## src/rtl/if_pc_fetch_pkg.sv

```systemverilog
// Shared definitions for the instruction-fetch front end.
//   - RESET_PC_DEF    : default boot address (uncached kseg1 boot ROM)
//   - fetch_state_t   : fetch FSM encoding (REQ=0, WAIT=1, HOLD=2)
//   - pc_misaligned() : word-alignment test used to raise the fetch address error
package if_pc_fetch_pkg;

    localparam logic [31:0] RESET_PC_DEF = 32'hBFC0_0000;

    typedef enum logic [1:0] {
        ST_REQ  = 2'd0,  // issue (or try to issue) a request for pc
        ST_WAIT = 2'd1,  // request accepted, waiting for read data
        ST_HOLD = 2'd2   // instruction held for decode
    } fetch_state_t;

    function automatic logic pc_misaligned(input logic [31:0] pc);
        return pc[1:0] != 2'b00;
    endfunction

endpackage

```

## src/rtl/if_pc_fetch_if.sv

```systemverilog
// Bus bundle for the fetch stage: the sram-like instruction port plus the
// fetch-to-decode handoff.
//   master : fetch stage (drives request and fs_* outputs)
//   slave  : memory + decode side (drives addr_ok/data_ok/rdata and ds_allowin)
//
// Handshake rules:
//   inst port  - a request is accepted in a cycle where inst_req & inst_addr_ok;
//                inst_addr stays put while inst_req=1 and addr_ok=0 unless a
//                redirect occurs. inst_data_ok returns one word per accepted
//                request; at most one request is outstanding.
//   decode     - fs_valid & ds_allowin in the same cycle transfers {fs_pc,
//                fs_inst, fs_adel}; while fs_valid=1 and ds_allowin=0 those
//                outputs are held stable.
interface if_pc_fetch_if;
    logic        inst_req;
    logic        inst_wr;
    logic [1:0]  inst_size;
    logic [31:0] inst_addr;
    logic        inst_addr_ok;
    logic        inst_data_ok;
    logic [31:0] inst_rdata;

    logic        ds_allowin;
    logic        fs_valid;
    logic [31:0] fs_pc;
    logic [31:0] fs_inst;
    logic        fs_adel;

    modport master (
        output inst_req, inst_wr, inst_size, inst_addr,
        input  inst_addr_ok, inst_data_ok, inst_rdata,
        input  ds_allowin,
        output fs_valid, fs_pc, fs_inst, fs_adel
    );

    modport slave (
        input  inst_req, inst_wr, inst_size, inst_addr,
        output inst_addr_ok, inst_data_ok, inst_rdata,
        output ds_allowin,
        input  fs_valid, fs_pc, fs_inst, fs_adel
    );
endinterface

```

## src/rtl/if_pc_fetch_add_32.sv

```systemverilog
// 32-bit adder used for the sequential PC increment.
//   a, b : operands
//   y    : a + b, modulo 2^32 (carry out discarded so 0xFFFF_FFFC + 4 wraps to 0)
module add_32 (
    input  logic [31:0] a,
    input  logic [31:0] b,
    output logic [31:0] y
);
    assign y = a + b;
endmodule

```

## src/rtl/if_pc_fetch.sv

```systemverilog
// Fetch stage front end: owns the PC, issues word reads on the sram-like
// instruction port and hands {pc, inst, adel} to decode.
//   clk, resetn            : clock, asynchronous active-low reset
//   br_redirect, br_target : taken branch/jump from decode
//   ex_flush, ex_target    : exception/eret flush from writeback (wins over branch)
//   bus (master)           : instruction port + decode handoff
//   dbg_state              : current fetch FSM state
module if_pc_fetch
    import if_pc_fetch_pkg::*;
#(
    parameter logic [31:0] RESET_PC = RESET_PC_DEF,
    parameter logic [31:0] NOP_INST = 32'h0000_0000
) (
    input  logic          clk,
    input  logic          resetn,
    input  logic          br_redirect,
    input  logic [31:0]   br_target,
    input  logic          ex_flush,
    input  logic [31:0]   ex_target,
    if_pc_fetch_if.master bus,
    output fetch_state_t  dbg_state
);

    fetch_state_t state_q, state_d;
    logic [31:0]  pc_q, pc_d;
    logic [31:0]  req_pc_q, req_pc_d;
    logic         cancel_q, cancel_d;
    logic [31:0]  fs_pc_q, fs_pc_d;
    logic [31:0]  fs_inst_q, fs_inst_d;
    logic         fs_adel_q, fs_adel_d;

    logic [31:0]  seq_pc;
    logic         redirect;
    logic [31:0]  redirect_pc;
    logic         misaligned;
    logic         inst_req;
    logic         accept;

    add_32 u_pc_inc (
        .a (pc_q),
        .b (32'd4),
        .y (seq_pc)
    );

    assign redirect    = ex_flush | br_redirect;
    assign redirect_pc = ex_flush ? ex_target : br_target;
    assign misaligned  = pc_misaligned(pc_q);

    // A redirect suppresses the request in the same cycle so the memory is
    // never handed an address that is about to be abandoned. Gating with
    // resetn keeps the request low while reset is held.
    assign inst_req = resetn && (state_q == ST_REQ) && !misaligned && !redirect;
    assign accept   = inst_req && bus.inst_addr_ok;

    always_comb begin
        state_d   = state_q;
        pc_d      = pc_q;
        req_pc_d  = req_pc_q;
        cancel_d  = cancel_q;
        fs_pc_d   = fs_pc_q;
        fs_inst_d = fs_inst_q;
        fs_adel_d = fs_adel_q;

        unique case (state_q)
            ST_REQ: begin
                if (accept) begin
                    state_d  = ST_WAIT;
                    req_pc_d = pc_q;
                    pc_d     = seq_pc;
                    cancel_d = 1'b0;
                end else if (misaligned && !redirect) begin
                    // Unfetchable address: present it to decode as an
                    // address-error slot with fs_pc carrying BadVAddr.
                    state_d   = ST_HOLD;
                    fs_adel_d = 1'b1;
                    fs_inst_d = NOP_INST;
                    fs_pc_d   = pc_q;
                end
            end
            ST_WAIT: begin
                if (bus.inst_data_ok) begin
                    if (cancel_q || redirect) begin
                        // Stale response: drop it and fetch from the new PC.
                        state_d  = ST_REQ;
                        cancel_d = 1'b0;
                    end else begin
                        state_d   = ST_HOLD;
                        fs_inst_d = bus.inst_rdata;
                        fs_pc_d   = req_pc_q;
                        fs_adel_d = 1'b0;
                    end
                end else if (redirect) begin
                    // Response still owed by memory; remember to discard it.
                    cancel_d = 1'b1;
                end
            end
            ST_HOLD: begin
                // A flush discards the held slot even if decode is stalled.
                if (redirect || bus.ds_allowin) begin
                    state_d = ST_REQ;
                end
            end
            default: begin
                state_d = ST_REQ;
            end
        endcase

        // Redirect target always wins over the sequential increment.
        if (redirect) begin
            pc_d = redirect_pc;
        end
    end

    always_ff @(posedge clk or negedge resetn) begin
        if (!resetn) begin
            state_q   <= ST_REQ;
            pc_q      <= RESET_PC;
            req_pc_q  <= RESET_PC;
            cancel_q  <= 1'b0;
            fs_pc_q   <= RESET_PC;
            fs_inst_q <= 32'h0000_0000;
            fs_adel_q <= 1'b0;
        end else begin
            state_q   <= state_d;
            pc_q      <= pc_d;
            req_pc_q  <= req_pc_d;
            cancel_q  <= cancel_d;
            fs_pc_q   <= fs_pc_d;
            fs_inst_q <= fs_inst_d;
            fs_adel_q <= fs_adel_d;
        end
    end

    assign bus.inst_req  = inst_req;
    assign bus.inst_wr   = 1'b0;
    assign bus.inst_size = 2'b10;
    assign bus.inst_addr = pc_q;
    assign bus.fs_valid  = (state_q == ST_HOLD);
    assign bus.fs_pc     = fs_pc_q;
    assign bus.fs_inst   = fs_inst_q;
    assign bus.fs_adel   = fs_adel_q;
    assign dbg_state     = state_q;

endmodule

```

## src/flat_wrapper.sv

```systemverilog
// flat-port wrapper written by rule: the top's interface ports become plain ports
module if_pc_fetch_flat import if_pc_fetch_pkg::*;
#(
    parameter logic [31:0] RESET_PC = RESET_PC_DEF,
    parameter logic [31:0] NOP_INST = 32'h0000_0000
)
  (clk, resetn, br_redirect, br_target, ex_flush, ex_target, dbg_state, bus_inst_req, bus_inst_wr, bus_inst_size, bus_inst_addr, bus_inst_addr_ok, bus_inst_data_ok, bus_inst_rdata, bus_ds_allowin, bus_fs_valid, bus_fs_pc, bus_fs_inst, bus_fs_adel);
  if_pc_fetch_if bus_i ();
  input  logic clk;
  input  logic resetn;
  input  logic br_redirect;
  input  logic [31:0] br_target;
  input  logic ex_flush;
  input  logic [31:0] ex_target;
  output fetch_state_t dbg_state;
  output wire logic [$bits(bus_i.inst_req)-1:0] bus_inst_req;
  output wire logic [$bits(bus_i.inst_wr)-1:0] bus_inst_wr;
  output wire logic [$bits(bus_i.inst_size)-1:0] bus_inst_size;
  output wire logic [$bits(bus_i.inst_addr)-1:0] bus_inst_addr;
  input wire logic [$bits(bus_i.inst_addr_ok)-1:0] bus_inst_addr_ok;
  input wire logic [$bits(bus_i.inst_data_ok)-1:0] bus_inst_data_ok;
  input wire logic [$bits(bus_i.inst_rdata)-1:0] bus_inst_rdata;
  input wire logic [$bits(bus_i.ds_allowin)-1:0] bus_ds_allowin;
  output wire logic [$bits(bus_i.fs_valid)-1:0] bus_fs_valid;
  output wire logic [$bits(bus_i.fs_pc)-1:0] bus_fs_pc;
  output wire logic [$bits(bus_i.fs_inst)-1:0] bus_fs_inst;
  output wire logic [$bits(bus_i.fs_adel)-1:0] bus_fs_adel;
  assign bus_inst_req = bus_i.inst_req;
  assign bus_inst_wr = bus_i.inst_wr;
  assign bus_inst_size = bus_i.inst_size;
  assign bus_inst_addr = bus_i.inst_addr;
  assign bus_i.inst_addr_ok = bus_inst_addr_ok;
  assign bus_i.inst_data_ok = bus_inst_data_ok;
  assign bus_i.inst_rdata = bus_inst_rdata;
  assign bus_i.ds_allowin = bus_ds_allowin;
  assign bus_fs_valid = bus_i.fs_valid;
  assign bus_fs_pc = bus_i.fs_pc;
  assign bus_fs_inst = bus_i.fs_inst;
  assign bus_fs_adel = bus_i.fs_adel;
  if_pc_fetch #(.RESET_PC(RESET_PC), .NOP_INST(NOP_INST)) u_core (.clk(clk), .resetn(resetn), .br_redirect(br_redirect), .br_target(br_target), .ex_flush(ex_flush), .ex_target(ex_target), .bus(bus_i), .dbg_state(dbg_state));
endmodule
```

## config.mk

```make
export PLATFORM = sky130hd
export DESIGN_NAME = if_pc_fetch_flat
export DESIGN_NICKNAME = d
export VERILOG_FILES = /design/src/rtl/if_pc_fetch_pkg.sv /design/src/rtl/if_pc_fetch_if.sv /design/src/rtl/if_pc_fetch_add_32.sv /design/src/rtl/if_pc_fetch.sv /design/src/flat_wrapper.sv
export SDC_FILE = /design/constraint.sdc
export NUM_CORES = 1
export LEC_CHECK = 0
export CAP_MARGIN = 20
export CORE_MARGIN = 4
export CORE_UTILIZATION = 30
export CTS_CLUSTER_DIAMETER = 100
export DETAILED_ROUTE_END_ITERATION = 10
export PLACE_DENSITY_LB_ADDON = 0.12
export RECOVER_POWER = 100
export REMOVE_ABC_BUFFERS = 1
export SYNTH_ARGS = -nofsm -noshare
export SYNTH_HDL_FRONTEND = slang
export SYNTH_SLANG_ARGS = --single-unit
```

## constraint.sdc

```tcl
create_clock -name clk -period 2.7 [get_ports clk]
set_clock_uncertainty 0.2 [all_clocks]
set_input_delay 0.54 -clock clk [delete_from_list [all_inputs] [get_ports clk]]
set_output_delay 0.54 -clock clk [all_outputs]
set_load 0.005 [all_outputs]
```

==> impl_results.md <==
* Status: complete, no violations
* Root buffer cell: clkbuf_16
* 1st-pass router iterations at 5
* RSZ-0062 raised after global routing: no
* Area delta synth->final at 46.8%
* Starting Density at a little under a third
* Sw frac at between 20% and 30%
* Tcrit/Tclk final at between 90 and 100%
* Synthesized area at around 6600 um^2
* Slowest-stage cell, CP: or4b_1
* Setup TNS at 0 ns
* Peak supply drop at 0.432 mV
* CP delay by family, top: simple AND/OR/NAND/NOR gates
* Largest stage delay, worst path at roughly 0.58 ns
* Combinational Power Share at about a fifth
* Max_cap viols at 0
* Setup bufs post-CTS at 0
* Antenna Nets Post-Route at 0
* Power Internal at 4.52 mW
* IO Pins at 207
* CP cell instances: or4b_1, nor3_1, dlygate4sd2_1
* Crit Path Class: register to output port
* Number of global-route vias before repair at 6506
* Reg clk slew, reported paths at around 0.060 ns
* Critical Path RT at between 1.5 and 2 ns
* Final setup viols at 0
* Die X-Extent at between 150 and 200 um
* Tmin final at 2.52 ns
* TritonCTS clock tree: yes
* Via density at a little over 5
* Sink Count at 132
* CP bufs+invs at 1
* PostCTS Resize Cnt at 1
* Initial antenna violation count at 0
* Syn Inst Count at 770
* Number of synthesized flops with an enable pin at 0
* Worst Setup End Kind: output port
* Nets at around 1100
* Min-Delay Path Class: register to register
* Netlist cell types at 57
* Htree depth at 4
* CTS buffer count at 17
* Gr ovfl total at 0
* Filler cells at around 2100
* Rows at between 50 and 60
* CP startpoint kind: register
* Final hold vios at 0
* Placer Congestion at 0.859
* Critical Path AT at roughly 1.8 ns
* Setup WS pre-CTS at -0.0875 ns
* Drt initial violations at roughly 400
* Register area share after synthesis at between 50% and 60%
* Core area at between 20000 and 25000 um^2
* Slew @ Worst Pin at 1.37 ns
* Via Count at roughly 6600
* Pin count of the biggest net entering global routing at 63
* Clock power share at between 30% and 40%
* Ys async rst share at 100%
* Sequential share of power at between 40% and 50%
* Die ar. at roughly 24000 um^2
* Placed Cells at between 1000 and 1500
* Yosys warns at 0
* Max-slew headroom at under 10%
* Layout cell share with drive strength beyond 1 at 10.2%
* DR WL/cell at 18.6 um
* Worst skew pair latency at between 0.4 and 0.5 ns
* DRC viols at 0
* Diode count at 0
* Slew Limit Fails at 0
* Pwr Density at about 650 nW/um^2
* Final setup margin at between 0.15 and 0.2 ns
* PortBufs at 203
* Clock Tree Buf Depth at 2
* P_sw at 1.79 mW
* Post-Route WL at roughly 24000 um
* Post-Syn Area per Cell at around 8.5 um^2
* First-pass GRT wire length at 37500 um
* Synth Register Bits at roughly 130
* DP HPWL at approximately 17000 um
* Non-filler cells, final at 1266
* Overall routing resource usage at between 10% and 20%
* P_leak at roughly 4.2 nW
* Top_reg_cell synth: dfrtp_1
* Die height at approximately 160 um
* Hold_buf cts at 0
* Peak Freq at approximately 400 MHz
* Critical path fanouts, max at 2
## cells in the mapped netlist (5+ instances only)
cell type,number,share of area [%]
o21ai_0,12,0.91
nand3_1,63,4.8
nand2_1,230,13
a21oi_1,10,0.76
nand4_1,12,1.1
a22oi_1,5,0.57
o211ai_1,17,1.9
and3_1,6,0.57
o22ai_1,10,0.95
o2bb2ai_1,6,0.80
dfrtp_1,105,40
inv_1,6,0.34
o311ai_0,9,1.2
and4_1,6,0.80
nor2b_1,6,0.57
buf_1,5,0.29
dfstp_2,27,11
nor4_1,5,0.48
a31oi_1,37,3.5
nand2b_1,6,0.57
clkbuf_1,55,3.1
or4_1,10,1.1
nor3_1,8,0.61
nor2_1,49,2.8
## worst paths after layout
path,from,endpoint,slack [ns],cells past startpoint
setup / recovery,u_core.dbg_state[1],bus_inst_req,0.18,3
hold / removal,u_core.bus.fs_inst[21],u_core.bus.fs_inst[21],0.26,2
setup reg to reg,u_core.dbg_state[1],u_core.req_pc_q[6],0.21,7
hold reg to reg,u_core.bus.fs_inst[21],u_core.bus.fs_inst[21],0.26,2
max in group asynchronous,resetn,u_core.req_pc_q[2],0.56,3
min in group asynchronous,resetn,u_core.bus.fs_adel,0.36,2
## layout by cell type (no fill, tap or decap), types with 17 or more instances in the layout
cell             synthesis  final
clkbuf_16                0     17
nor2_1                  49     48
a31oi_1                 37     37
dfrtp_1                105    105
dfstp_2                 27     20
dlygate4sd3_1            0     86
nand2_1                230    230
clkdlybuf4s50_1          0    115
buf_4                    3     29
nand3_1                 63     62
o211ai_1                17     17
## through the flow
| step | power (mW) | area (um^2) | util, % | hold slack [ns] |
|---|---|---|---|---|
| final | 6.30 | 9660 | 45.4 | 0.256 |
| after global routing | 6.66 | 9660 | 45.4 | 0.277 |
| after detailed placement | 4.15 | 9170 | 43.1 | 0.250 |
| after CTS | 6.49 | 9760 | 45.8 | 0.117 |
| after global placement | 4.13 | 9170 | 43.1 | 0.245 |
| after floorplan | 3.19 | 6300 | - | 0.0444 |
## sequential cells by signal (all words and copies together), names as in the netlist
signal,count
u_core.bus.fs_inst,32
u_core.dbg_state,2
u_core.cancel_q,1
u_core.bus.fs_pc,32
u_core.bus.inst_addr,32
u_core.bus.fs_adel,1
u_core.req_pc_q,32
## power by group through the flow
stage               registers, mW  logic [mW]  clock network (mW)
floorplan                    2.68       0.517                   0
global placement             2.69        1.44                   0
detailed placement           2.69        1.45                   0
CTS                          2.66        1.46                2.36
global route                 2.70        1.51                2.45
finish                       2.65        1.34                2.31
## cell families after synthesis
logic type      count (synthesis)  share of synthesized area, %
compound gates                143                          15.6
xor+xnor                        3                         0.399
fa+ha+maj                       1                         0.190
buf+inv                        74                          4.68
flops                         132                          50.7
mux                             3                         0.456
other cells                     2                         0.114
simple gates                  412                          27.9
## worst min-delay path, cell delays in order, from the launching register on
cell and delay [ns]:
dfrtp_1 0.33, nand2_1 0.05, nand2_1 0.04
## metal layers
layer	up-vias	routed length, um	GRT usage [%]
met4	0	177	3.35
met3	18	1580	4.58
met2	238	10700	30.9
met5	-	0	0
met1	3156	11100	27.7
li1	3141	-	-
## cell type report
class	count	area (um^2)	share of cell area (%)
Clock buffer	20	457	4.73
Clock inverter	12	131	1.36
Inverter	6	22.5	0.233
Multi-Input combinational cell	565	2970	30.7
Sequential cell	132	3340	34.5
Tap cell	275	344	3.56
Timing Repair Buffer	256	2400	24.8
(Power assumes the default switching activity.)
